===== config.mk =====
export PLATFORM = sky130hd
export DESIGN_NAME = t_ff_bank
export DESIGN_NICKNAME = d
export VERILOG_FILES = /design/src/rtl/t_ff_bank.sv
export SDC_FILE = /design/constraint.sdc
export NUM_CORES = 1
export LEC_CHECK = 0
export BUFFER_PORTS_ARGS = -buffer_cell sky130_fd_sc_hd__buf_2
export CORE_MARGIN = 4
export CORE_UTILIZATION = 48
export CTS_BUF_LIST = sky130_fd_sc_hd__clkbuf_4
export DETAILED_ROUTE_END_ITERATION = 8
export GPL_TIMING_DRIVEN = 0
export PLACE_DENSITY = 0.84
export SYNTH_ARGS = -nofsm -noshare
export SYNTH_HDL_FRONTEND = slang
export SYNTH_SLANG_ARGS = --single-unit

===== constraint.sdc =====
create_clock -name clk -period 1.7 [get_ports clk]
set_input_delay 0.34 -clock clk [delete_from_list [all_inputs] [get_ports clk]]
set_output_delay 0.34 -clock clk [all_outputs]
set_load 0.01 [all_outputs]

===== src/rtl/t_ff_bank.sv =====
// t_ff_bank: a bank of WIDTH toggle flip-flops.
// The bank can toggle each channel on its own, count as one cascaded counter,
// take a parallel load, or apply per-bit set/clear. q, the rise/fall pulses and
// the wrap pulse are all registered, so no input reaches an output combinationally.
module t_ff_bank #(
    parameter int               WIDTH = 4,
    parameter logic [WIDTH-1:0] INIT  = '0
) (
    input  logic             clk,
    input  logic             reset,
    input  logic             en,
    input  logic [1:0]       mode,
    input  logic [WIDTH-1:0] t,
    input  logic [WIDTH-1:0] d,
    output logic [WIDTH-1:0] q,
    output logic [WIDTH-1:0] q_rise,
    output logic [WIDTH-1:0] q_fall,
    output logic             wrap
);

    typedef enum logic [1:0] {
        MODE_TOGGLE  = 2'b00,
        MODE_CASCADE = 2'b01,
        MODE_LOAD    = 2'b10,
        MODE_SETCLR  = 2'b11
    } mode_t;

    logic [WIDTH-1:0] q_next;
    logic             wrap_next;
    logic             carry;

    // Work out the next q and wrap from the mode; with en low q simply holds.
    // The cascade carry runs one channel at a time so any WIDTH down to 1 works.
    always_comb begin
        q_next    = q;
        wrap_next = 1'b0;
        carry     = t[0];
        if (en) begin
            case (mode_t'(mode))
                MODE_TOGGLE: begin
                    q_next = q ^ t;
                end
                MODE_CASCADE: begin
                    for (int i = 0; i < WIDTH; i++) begin
                        q_next[i] = q[i] ^ carry;
                        carry     = carry & q[i];
                    end
                    wrap_next = t[0] & (&q);
                end
                MODE_LOAD: begin
                    q_next = d;
                end
                MODE_SETCLR: begin
                    q_next = (q | d) & ~t;
                end
                default: begin
                    q_next = q;
                end
            endcase
        end
    end

    // Register q and the edge pulses together; reset wins over everything else.
    always_ff @(posedge clk) begin
        if (!reset) begin
            q      <= INIT;
            q_rise <= '0;
            q_fall <= '0;
            wrap   <= 1'b0;
        end else begin
            q      <= q_next;
            q_rise <= ~q & q_next;
            q_fall <= q & ~q_next;
            wrap   <= wrap_next;
        end
    end

endmodule


# Yosys cells after proc, flatten, opt, wreduce, memory -nomap -nowiden
# Index checks and enable logic that the tools add are counted.
op_classes:
  mux: 2
  reduce_logical: 3
  eq_ne: 3
  bitwise: 16
op_table:
  columns: ["operator", "count"]
  rows:
  - ["$pmux W4 S4", 1]
  - ["$and A4 B4 Y4", 3]
  - ["$not A4 Y4", 3]
  - ["$and A1 B1 Y1", 4]
  - ["$eq A2 B2 Y1 const B", 2]
  - ["$mux W4", 1]
  - ["$or A4 B4 Y4", 1]
  - ["$reduce_and A4 Y1", 1]
  - ["$xor A1 B1 Y1", 4]
  - ["$xor A4 B4 Y4", 1]
  - ["$reduce_and A3 Y1", 1]
  - ["$eq A2 B1 Y1 const B", 1]
  - ["$logic_not A2 Y1", 1]
totals:
  output_inout_bits: 13
  regBits: 13

# Logic depth before layout (Yosys ltp)
depth:
  ltp_word: 8
  mapped_depth: 6
  ltp_nobuf: 6

# Worst setup path after synthesis
# Ideal clock, no wire load.
synth_timing:
  path_type: "flip-flop to flip-flop"
  startpoint: "reg q[0]"
  endpoint: "reg q[2]"
  path_stages_with_launch: 6
  setup_time_ns: 0.117
  arrival_time_ns: 1.447
  required_ns: 1.583
  path_buffers: 0
  synth_period_minus_slack_ns: 1.565
  path_slack_ns: 0.135
  path_cell_list: "dfxtp_1 ha_1 ha_1 ha_1 a211o_1 a32o_1"
synth_between:
  elab_chain_cells: 5
synth_rtl:
  columns: ["item", "line_no", "source"]
  rows:
  - ["start: declaration", "15", "output logic [WIDTH-1:0] q,"]
  - ["start signal: assignment", "71", "q <= q_next;"]
  - ["$and A1 B1 Y1 (2 in series)", "46", "carry = carry & q[i];"]
  - ["$xor A1 B1 Y1", "45", "q_next[i] = q[i] ^ carry;"]
  - ["$pmux W4 S4", "39", "case (mode_t'(mode))"]
  - ["$mux W4", "38", "if (en) begin"]
# No other way between the ends.
# A chain may end at the register's enable or synchronous reset.

# Final worst setup path
# Ends and elaborated chain as after synthesis.

==> impl_metrics.csv <==
group,metric,value,unit
global_routing,grt_pass1_wl,2.325,mm
cts,cts.repair.resized,0,
place,place_area,797.0,µm²
cells_and_area,post-route-util,63.56,%
timing,whs,0.3279,ns
timing,worstMarginPinSlew,0.3678,ns
worst_setup_path,reg2reg_depth,5,
global_routing,antenna_found_initial,0,
cts,cts_num_sinks,13,
worst_setup_path,crit_start,"q[0]",
cells_and_area,area_delta_synth_final,25.67,%
cells_and_area,num_antenna_cells,0,
cts,clk_path_buf_depth,2,
cts,tritoncts,"done",
power,leakagePower,0.3961,nW
synth,synth_top_area_share,39.54,%
worst_setup_path,crit_fanout,6,
cells_and_area,final_cell_mix,"25 x buf_2, 13 x dfxtp_1, 7 x a21oi_1",
cts,numCtsBuffers,3,
floorplanning,die_y,45.03,µm
place,post-place-ws,-0.04043,ns
worst_setup_path,critPathKind,"flip-flop to flip-flop",
timing,skew,0.003975,ns
global_routing,grt_usage,15.98,%
synth,syn_nets,87,
timing,fin_ws,0.06739,ns
timing,relSlewSlack,75.43,%
worst_setup_path,cp-endpoint,"q[2]",
synth,yosys.area.top_type,"dfxtp_1",
timing,rsz0062_at_grt,"no",
routing,drt_pass1_iterations,4,
worst_setup_path,cp.arrival,1.80,ns
routing,wl,1.376,mm
worst_setup_path,worstPathRequired,1.87,ns
worst_setup_path,crit_path_end_kind,"flip-flop",
timing,max_freq,0.6125,GHz
power,powerDensity,787.0,nW/µm²
synth,synth_cell_types,32,
cts,cts_setup_buffers,0,
routing,ant_nets,0,
timing,fin_crit,1.633,ns
floorplanning,io_pins,26,
routing,drtIter0Drc,14,
min_path,hp-class,"input pin to flip-flop",
job,maxCapViolations,0,
floorplanning,core-area,1301,µm²
cts,cts_max_level,1,
synth,ys_top_cells_by_area,"dfxtp_1 40%, ha_1 5.7%, a21oi_1 5.3%",
cells_and_area,final_common_cell,"buf_2",
synth,synth_cells,71,
floorplanning,die_x,45.03,µm
power,p_total,0.6509,mW
global_routing,grt_pass1_vias,516,
cells_and_area,finalInstanceArea,827.0,µm²
place,placement.io_buffers,24,
routing,dr_total_vias,629,
worst_setup_path,r2r_slack,0.07,ns
worst_setup_path,cpMaxStageDelayCell,"dfxtp_1",
worst_setup_path,timing.critical_path.mode_cell,"ha_1",
timing,fin_crit_sh,96.04,%
synth,synthesis.area,658.1,µm²
power,ir_drop,341.5,µV
cts,clk_latency,0.27,ns
timing,slew_violations,0,
cts,cts_hold_buf,0,
global_routing,grt_max_degree,11,
place,dp_hpwl,1.107,mm
cells_and_area,n_fill_cell,135,
floorplanning,rows,13,
synth,postSynthAreaPerCell,9.269,µm²
cells_and_area,fin_nets,116,
worst_setup_path,path_cells,"ha_1 > ha_1 > ha_1 > a211o_1 > a32o_1",
worst_setup_path,slowest_delay,0.35,ns
synth,synth-seq-area-share,39.54,%
routing,viasPerCell,5.518,
worst_setup_path,worst_r2r_endpoint,"q[2]",
cts,clkTransAtPathRegs,0.07,ns
timing,final_hold_viol_count,0,
global_routing,grt-ovfl-total,0,
routing,wl_per_cell,12.07,µm
floorplanning,dieArea,2028,µm²
cts,root_buffer,"clkbuf_4",
synth,ys_warn_count,0,
worst_setup_path,r2r_start,"q[0]",
floorplanning,start_util,50.58,%
routing,drc,0,
place,gp_congestion,0.8663,
synth,ys_ff_latch,13,
cells_and_area,drive_above_1_share,38.38,%
run_status,outcome,"finished, final reports clean",
timing,setup_violations,0,
worst_setup_path,startpoint_type,"flip-flop",
==> routing by layer <==
layer | wire length [µm] | up-vias | part of all wire (%) | GRT usage [%]
li1 | - | 319 | - | -
met1 | 611 | 280 | 44 | 19.56
met4 | 42 | 0 | 3.1 | 12.28
met3 | 90 | 4 | 6.5 | 2.390
met2 | 632 | 26 | 46 | 24.86
met5 | 0 | - | 0 | 0
==> power by group <==
group / total, mW / internal, mW / switching, mW
clock network: 0.197 / 0.107 / 0.0905
logic: 0.122 / 0.0580 / 0.0644
registers: 0.331 / 0.318 / 0.0135
==> metrics by stage <==
stage                     TNS [ns]  instances
after global routing             0        114
after detailed placement  -0.04043        110
final                            0        114
after floorplan                  0         71
after CTS                        0        114
after global placement    -0.02013        110
==> synth_stat cells, drive strengths merged <==
master	number
dfxtp	13
a21oi	7
nand2	7
nor2b	5
o21ai	5
a32o	4
nor2	4
ha	3
nor3	3
buf	2
mux2i	2
nand2b	2
o31ai	2
a211o	1
a31o	1
and2	1
and2b	1
and4	1
clkbuf	1
inv	1
nand3	1
nor3b	1
nor4	1
nor4b	1
o311ai	1
==> how the worst min path moves through the flow <==
stage / from / to / slack [ns] / depth (start not counted)
5_1_grt: t[0] / wrap / 0.33 / 3
6_report: t[0] / wrap / 0.33 / 3
3_5_place_dp: q[3] / q_rise[3] / 0.48 / 1
4_1_cts: t[0] / wrap / 0.32 / 3
2_1_floorplan: t[0] / wrap / 0.47 / 2
3_3_place_gp: q[3] / q_rise[3] / 0.47 / 1
==> sequential cells by signal, indices dropped and copies added (netlist names) <==
signal and flops:
q 4, wrap 1, q_rise 4, q_fall 4
==> area by class of cell <==
cell class | count | area, µm² | area share (%)
Tap cell | 15 | 18.77 | 2.269
Clock buffer | 4 | 30.03 | 3.631
Timing Repair Buffer | 24 | 120.1 | 14.52
Buffer | 3 | 20.02 | 2.421
Inverter | 1 | 3.754 | 0.4539
Multi-Input combinational cell | 54 | 374.1 | 45.23
Sequential cell | 13 | 260.3 | 31.47
==> critical path: cells and delay by family (launching register included) <==
kind | cells | cell delay (ns)
DFF | 1 | 0.35
adders and majority gates | 3 | 0.66
AOI/OAI and AO/OA | 2 | 0.53
==> kinds of logic after synthesis <==
| group | count (synthesis) | synth area share, % |
|---|---|---|
| simple gates | 28 | 26.24 |
| compound gates | 21 | 21.86 |
| flops | 13 | 39.54 |
| buf+inv | 4 | 3.610 |
| fa+ha+maj | 3 | 5.704 |
| mux | 2 | 3.042 |
Note: power is estimated with default switching activity, not from simulation.
